**config.mk**
```make
export PLATFORM = sky130hd
export DESIGN_NAME = pixel_writer
export DESIGN_NICKNAME = d
export VERILOG_FILES = /design/src/rtl/pixel_writer.sv
export SDC_FILE = /design/constraint.sdc
export NUM_CORES = 1
export LEC_CHECK = 0
export CAP_MARGIN = 10
export CORE_UTILIZATION = 44
export CTS_CLUSTER_DIAMETER = 200
export DETAILED_ROUTE_END_ITERATION = 10
export GPL_ROUTABILITY_DRIVEN = 1
export GPL_TIMING_DRIVEN = 0
export PLACE_DENSITY = 0.76
export SYNTH_ARGS = -nofsm -noshare
export SYNTH_HDL_FRONTEND = slang
export SYNTH_SLANG_ARGS = --single-unit
```
**constraint.sdc**
```tcl
create_clock -name clk -period 1.78 [get_ports clk]
set_input_delay 0.356 -clock clk [delete_from_list [all_inputs] [get_ports clk]]
set_output_delay 0.356 -clock clk [all_outputs]
set_load 0.01 [all_outputs]
```
**src/rtl/pixel_writer.sv**
```systemverilog
// pixel_writer: receive-side raster writer for the coprocessor output frame buffer.
// Accepts a valid/ready pixel stream, tracks (x, y) and a linear address, and
// issues one registered RAM write per accepted pixel. Pulses frame_done once the
// last write of an IMG_WIDTH x IMG_HEIGHT frame has gone out.
// Optional feature: define PIXEL_WRITER_CHECKSUM_EN to build a 16-bit running
// sum of accepted pixels on the checksum port.
module pixel_writer #(
    parameter int IMG_WIDTH  = 4,
    parameter int IMG_HEIGHT = 4,
    parameter int PIXEL_W    = 8,
    parameter int ADDR_W     = 4
) (
    input  logic               clk,
    input  logic               reset,
    input  logic               start,
    input  logic               pixel_valid,
    input  logic [PIXEL_W-1:0] pixel_in,
    output logic               pixel_ready,
    output logic               wr_en,
    output logic [ADDR_W-1:0]  wr_addr,
    output logic [PIXEL_W-1:0] wr_data,
    output logic [3:0]         x_out,
    output logic [3:0]         y_out,
    output logic               busy,
    output logic               frame_done,
    output logic               overflow
`ifdef PIXEL_WRITER_CHECKSUM_EN
    ,
    output logic [15:0]        checksum
`endif
);

    localparam int XW = (IMG_WIDTH  > 1) ? $clog2(IMG_WIDTH)  : 1;
    localparam int YW = (IMG_HEIGHT > 1) ? $clog2(IMG_HEIGHT) : 1;
    localparam logic [XW-1:0] X_LAST = XW'(IMG_WIDTH - 1);
    localparam logic [YW-1:0] Y_LAST = YW'(IMG_HEIGHT - 1);

    typedef enum logic [1:0] {
        IDLE,
        RECV,
        DONE
    } state_t;

    state_t            state;
    state_t            next_state;
    logic [XW-1:0]     x;
    logic [YW-1:0]     y;
    logic [ADDR_W-1:0] addr;
    logic              accept;
    logic              last_pixel;
    logic              start_accept;

    // State register; reset always lands in IDLE, even if start is also high.
    always_ff @(posedge clk) begin
        if (reset) begin
            state <= IDLE;
        end else begin
            state <= next_state;
        end
    end

    // Next-state logic plus decodes of the current state (ready, busy, accept).
    always_comb begin
        next_state   = state;
        pixel_ready  = 1'b0;
        busy         = 1'b0;
        accept       = 1'b0;
        last_pixel   = 1'b0;
        start_accept = 1'b0;
        case (state)
            IDLE: begin
                if (start) begin
                    start_accept = 1'b1;
                    next_state   = RECV;
                end
            end
            RECV: begin
                pixel_ready = 1'b1;
                busy        = 1'b1;
                if (pixel_valid) begin
                    accept = 1'b1;
                    if (x == X_LAST && y == Y_LAST) begin
                        last_pixel = 1'b1;
                        next_state = DONE;
                    end
                end
            end
            DONE: begin
                busy       = 1'b1;
                next_state = IDLE;
            end
            default: begin
                next_state = IDLE;
            end
        endcase
    end

    // Raster position and linear address advance together so no multiply is needed.
    always_ff @(posedge clk) begin
        if (reset || start_accept) begin
            x    <= '0;
            y    <= '0;
            addr <= '0;
        end else if (accept) begin
            if (last_pixel) begin
                x    <= '0;
                y    <= '0;
                addr <= '0;
            end else if (x == X_LAST) begin
                x    <= '0;
                y    <= y + YW'(1);
                addr <= addr + ADDR_W'(1);
            end else begin
                x    <= x + XW'(1);
                addr <= addr + ADDR_W'(1);
            end
        end
    end

    // Registered write port: one strobe per accepted pixel, address/data hold otherwise.
    always_ff @(posedge clk) begin
        if (reset) begin
            wr_en   <= 1'b0;
            wr_addr <= '0;
            wr_data <= '0;
        end else begin
            wr_en <= accept;
            if (accept) begin
                wr_addr <= addr;
                wr_data <= pixel_in;
            end
        end
    end

    // frame_done fires on leaving DONE, i.e. one cycle after the last write strobe.
    always_ff @(posedge clk) begin
        if (reset) begin
            frame_done <= 1'b0;
        end else begin
            frame_done <= (state == DONE);
        end
    end

    // Sticky flag for pixels offered while not accepting; a new frame clears it.
    always_ff @(posedge clk) begin
        if (reset || start_accept) begin
            overflow <= 1'b0;
        end else if (pixel_valid && state != RECV) begin
            overflow <= 1'b1;
        end
    end

`ifdef PIXEL_WRITER_CHECKSUM_EN
    // Running modulo-2^16 sum of accepted pixels, restarted with each frame.
    always_ff @(posedge clk) begin
        if (reset || start_accept) begin
            checksum <= '0;
        end else if (accept) begin
            checksum <= checksum + 16'(pixel_in);
        end
    end
`else
`endif

    assign x_out = 4'(x);
    assign y_out = 4'(y);

endmodule

```
==> flow_summary.json <==
{
  "status": "finished, final reports clean",
  "pwr-share-clk": 0.170,
  "avgSynthCellArea_um2": 8.420,
  "grt_max_degree": 15,
  "worstPathRequired_ns": 1.42,
  "postCtsHoldBufs": 0,
  "h-tree-depth": 1,
  "antenna_found_initial": 0,
  "io_buffers": 31,
  "final_common_cell": "nand2_1",
  "drt_pass1_iterations": 4,
  "min-delay-start": "reset",
  "wl_per_cell_um": 11.94,
  "dp_hpwl_um": 1841,
  "postRouteAntennaNets": 0,
  "power_density_mw_per_mm2": 959.4,
  "grt_pass1_vias": 949,
  "clk_pin_slew_worst_paths_ns": 0.13,
  "ys_types": 29,
  "io_pins": 37,
  "fmax_ghz": 0.5837,
  "clk_latency_ns": 0.31,
  "r2r_end": "addr[3]",
  "r2r_cells": 6,
  "fin_ws_ns": 0.06672,
  "cts_buffers": 3,
  "reg2reg_from": "state[0]",
  "clk_path_buf_depth": 2,
  "post-route-period-util": 0.9625,
  "whs_ns": 0.2082,
  "regToRegSetupSlack_ns": 0.09,
  "final-setup-viol-count": 0,
  "hold_path_class": "in -> reg",
  "cts-root-buf": "clkbuf_4",
  "die_w_um": 52.45,
  "drive_gt1_frac": 0.09942,
  "ir_drop_v": 0.0005888,
  "final_nets": 193,
  "synth_top_area_frac": 0.4469,
  "slew_violations": 0,
  "syn-instance-count": 133,
  "syn_to_final_growth_pct": 36.09,
  "p_sw_frac": 0.3347,
  "clkSinkCount": 25,
  "dieArea_mm2": 0.002751,
  "grt_pass1_wl_um": 3877,
  "drtIter0Drc": 6,
  "rsz0062_at_grt": "yes",
  "p_sw_w": 0.0004894,
  "wl_um": 2377,
  "vias": 1019,
  "p_int_w": 0.0009727,
  "die_y_um": 52.45,
  "diodes": 0,
  "criticalPathCategory": "reg -> out",
  "seq_area_frac_synth": 0.4469,
  "seqPwrFrac": 0.448,
  "max_cap_viol_count": 0,
  "power_leakage_nw": 0.5998,
  "register_area_um2": 504.2,
  "skew_ns": 0.0009527,
  "core_mm2": 0.002297,
  "yosysWarnings": 0,
  "viasPerCell": 5.121,
  "min_to": "wr_data[7]",
  "place_ws_ns": -0.2617,
  "cp_max_fo": 4,
  "setup_tns_ns": 0,
  "start_util": 0.4875,
  "grt_usage": 0.1915,
  "multi_input_area_um2": 551.8,
  "crit_path_start_kind": "flip-flop",
  "cts_tree": "built",
  "gp_congestion": 0.7389,
  "netlist_area_mm2": 0.001120,
  "drc": 0,
  "combPwrFrac": 0.382,
  "period_minus_slack_ns": 1.713,
  "n_fill_cell": 208,
  "grt_overflow_total": 0,
  "synth_top_area_cell": "dfxtp_1",
  "synthTopCellsByArea": "dfxtp_1 45%, nand2_1 11%, ha_1 10%",
  "fin_total_pwr_w": 0.001462,
  "fp-row-count": 17,
  "placed_area_mm2": 0.001476,
  "min_delay_path_depth": 2,
  "ys_ff_latch": 25,
  "arrival_ns": 1.36,
  "postLayoutCellArea_mm2": 0.001524,
  "timing.final.hold_violations": 0,
  "worst_setup_path_end_kind": "output port",
  "mostFrequentLayoutCells": "32 x nand2_1, 29 x clkdlybuf4s50_1, 24 x dfxtp_1"
}
cell usage after synthesis:
cell type / number
nand3_1: 5
a21oi_1: 20
a21boi_1: 1
mux2i_1: 1
nor3b_1: 1
or4_1: 1
o31a_1: 1
conb_1: 1
ha_1: 9
and2_1: 1
dfxtp_1: 25
o22ai_1: 1
inv_1: 5
clkbuf_1: 4
o21a_1: 1
buf_2: 1
nor2b_1: 3
nor4b_1: 1
and3_1: 1
nand2_1: 32
o311a_1: 1
buf_4: 4
or3_1: 2
nor2_1: 5
o21ai_1: 1
a32o_1: 1
buf_6: 2
o31ai_1: 1
a21o_1: 1
cells by family (layout without fill, tap and decap cells):
group           Yosys count  in the layout  synth area share
mux                       1              1          0.008939
simple gates             52             52            0.2067
flops                    25             25            0.4469
compound gates           29             29            0.1520
other cells               1              4          0.003349
fa+ha+maj                 9              9            0.1006
buf+inv                  16             51           0.08156
layer usage:
| metal | share of wire | up-vias | track usage |
|---|---|---|---|
| met4 | 0.022 | 0 | 0.07895 |
| met5 | 0 | - | 0 |
| met3 | 0.060 | 7 | 0.02899 |
| li1 | - | 510 | - |
| met2 | 0.50 | 37 | 0.3544 |
| met1 | 0.42 | 465 | 0.2139 |
what timing repair did:
item                                    4_1_cts  5_1_grt
endpoints found under the setup margin       11       14
setup buffers                                 0        1
gates resized for setup                       7        3
layout make-up:
type	instances	share of cell area
tap	28	0.02299
clock inverter	1	0.003284
multi-input combinational	95	0.3621
buffer	10	0.04680
timing repair buffer	32	0.2069
clock buffer	3	0.01478
inverter	5	0.01232
sequential	25	0.3309
flip-flops by register name (all words and copies together) (netlist names):
register	cells
addr	4
frame_done	1
overflow	1
state	2
wr_addr	4
wr_data	8
wr_en	1
x	2
y	2
worst max path at each step:
| stage | startpoint | depth (start not counted) | to | slack [ns] |
|---|---|---|---|---|
| 2_1_floorplan | state[0] | 6 | addr[3] | 0.17 |
| 3_3_place_gp | pixel_valid | 6 | wr_addr[0] | -0.23 |
| 3_5_place_dp | pixel_valid | 6 | wr_addr[0] | -0.26 |
| 4_1_cts | state[0] | 3 | busy | 0.008 |
| 5_1_grt | state[0] | 6 | addr[3] | -0.006 |
| 6_report | state[0] | 3 | busy | 0.07 |
critical path, cell delays in order, from the launching register on:
cell and delay (ns):
dfxtp_4 0.38, inv_1 0.08, ha_1 0.30, dlygate4sd2_1 0.28
through the flow:
stage	utilization	std cells
2_1_floorplan	-	136
3_3_place_gp	0.6427	195
3_5_place_dp	0.6427	195
4_1_cts	0.6601	199
5_1_grt	0.6634	199
6_report	0.6634	199
power groups by stage:
stage | Sequential, W | Combinational, W | Clock (W)
global route | 0.000663 | 0.000616 | 0.000274
finish | 0.000655 | 0.000559 | 0.000248
CTS | 0.000658 | 0.000540 | 0.000255
detailed placement | 0.000662 | 0.000542 | 0
global placement | 0.000658 | 0.000509 | 0
floorplan | 0.000675 | 0.000308 | 0
Note: power is estimated with default switching activity, not from simulation.
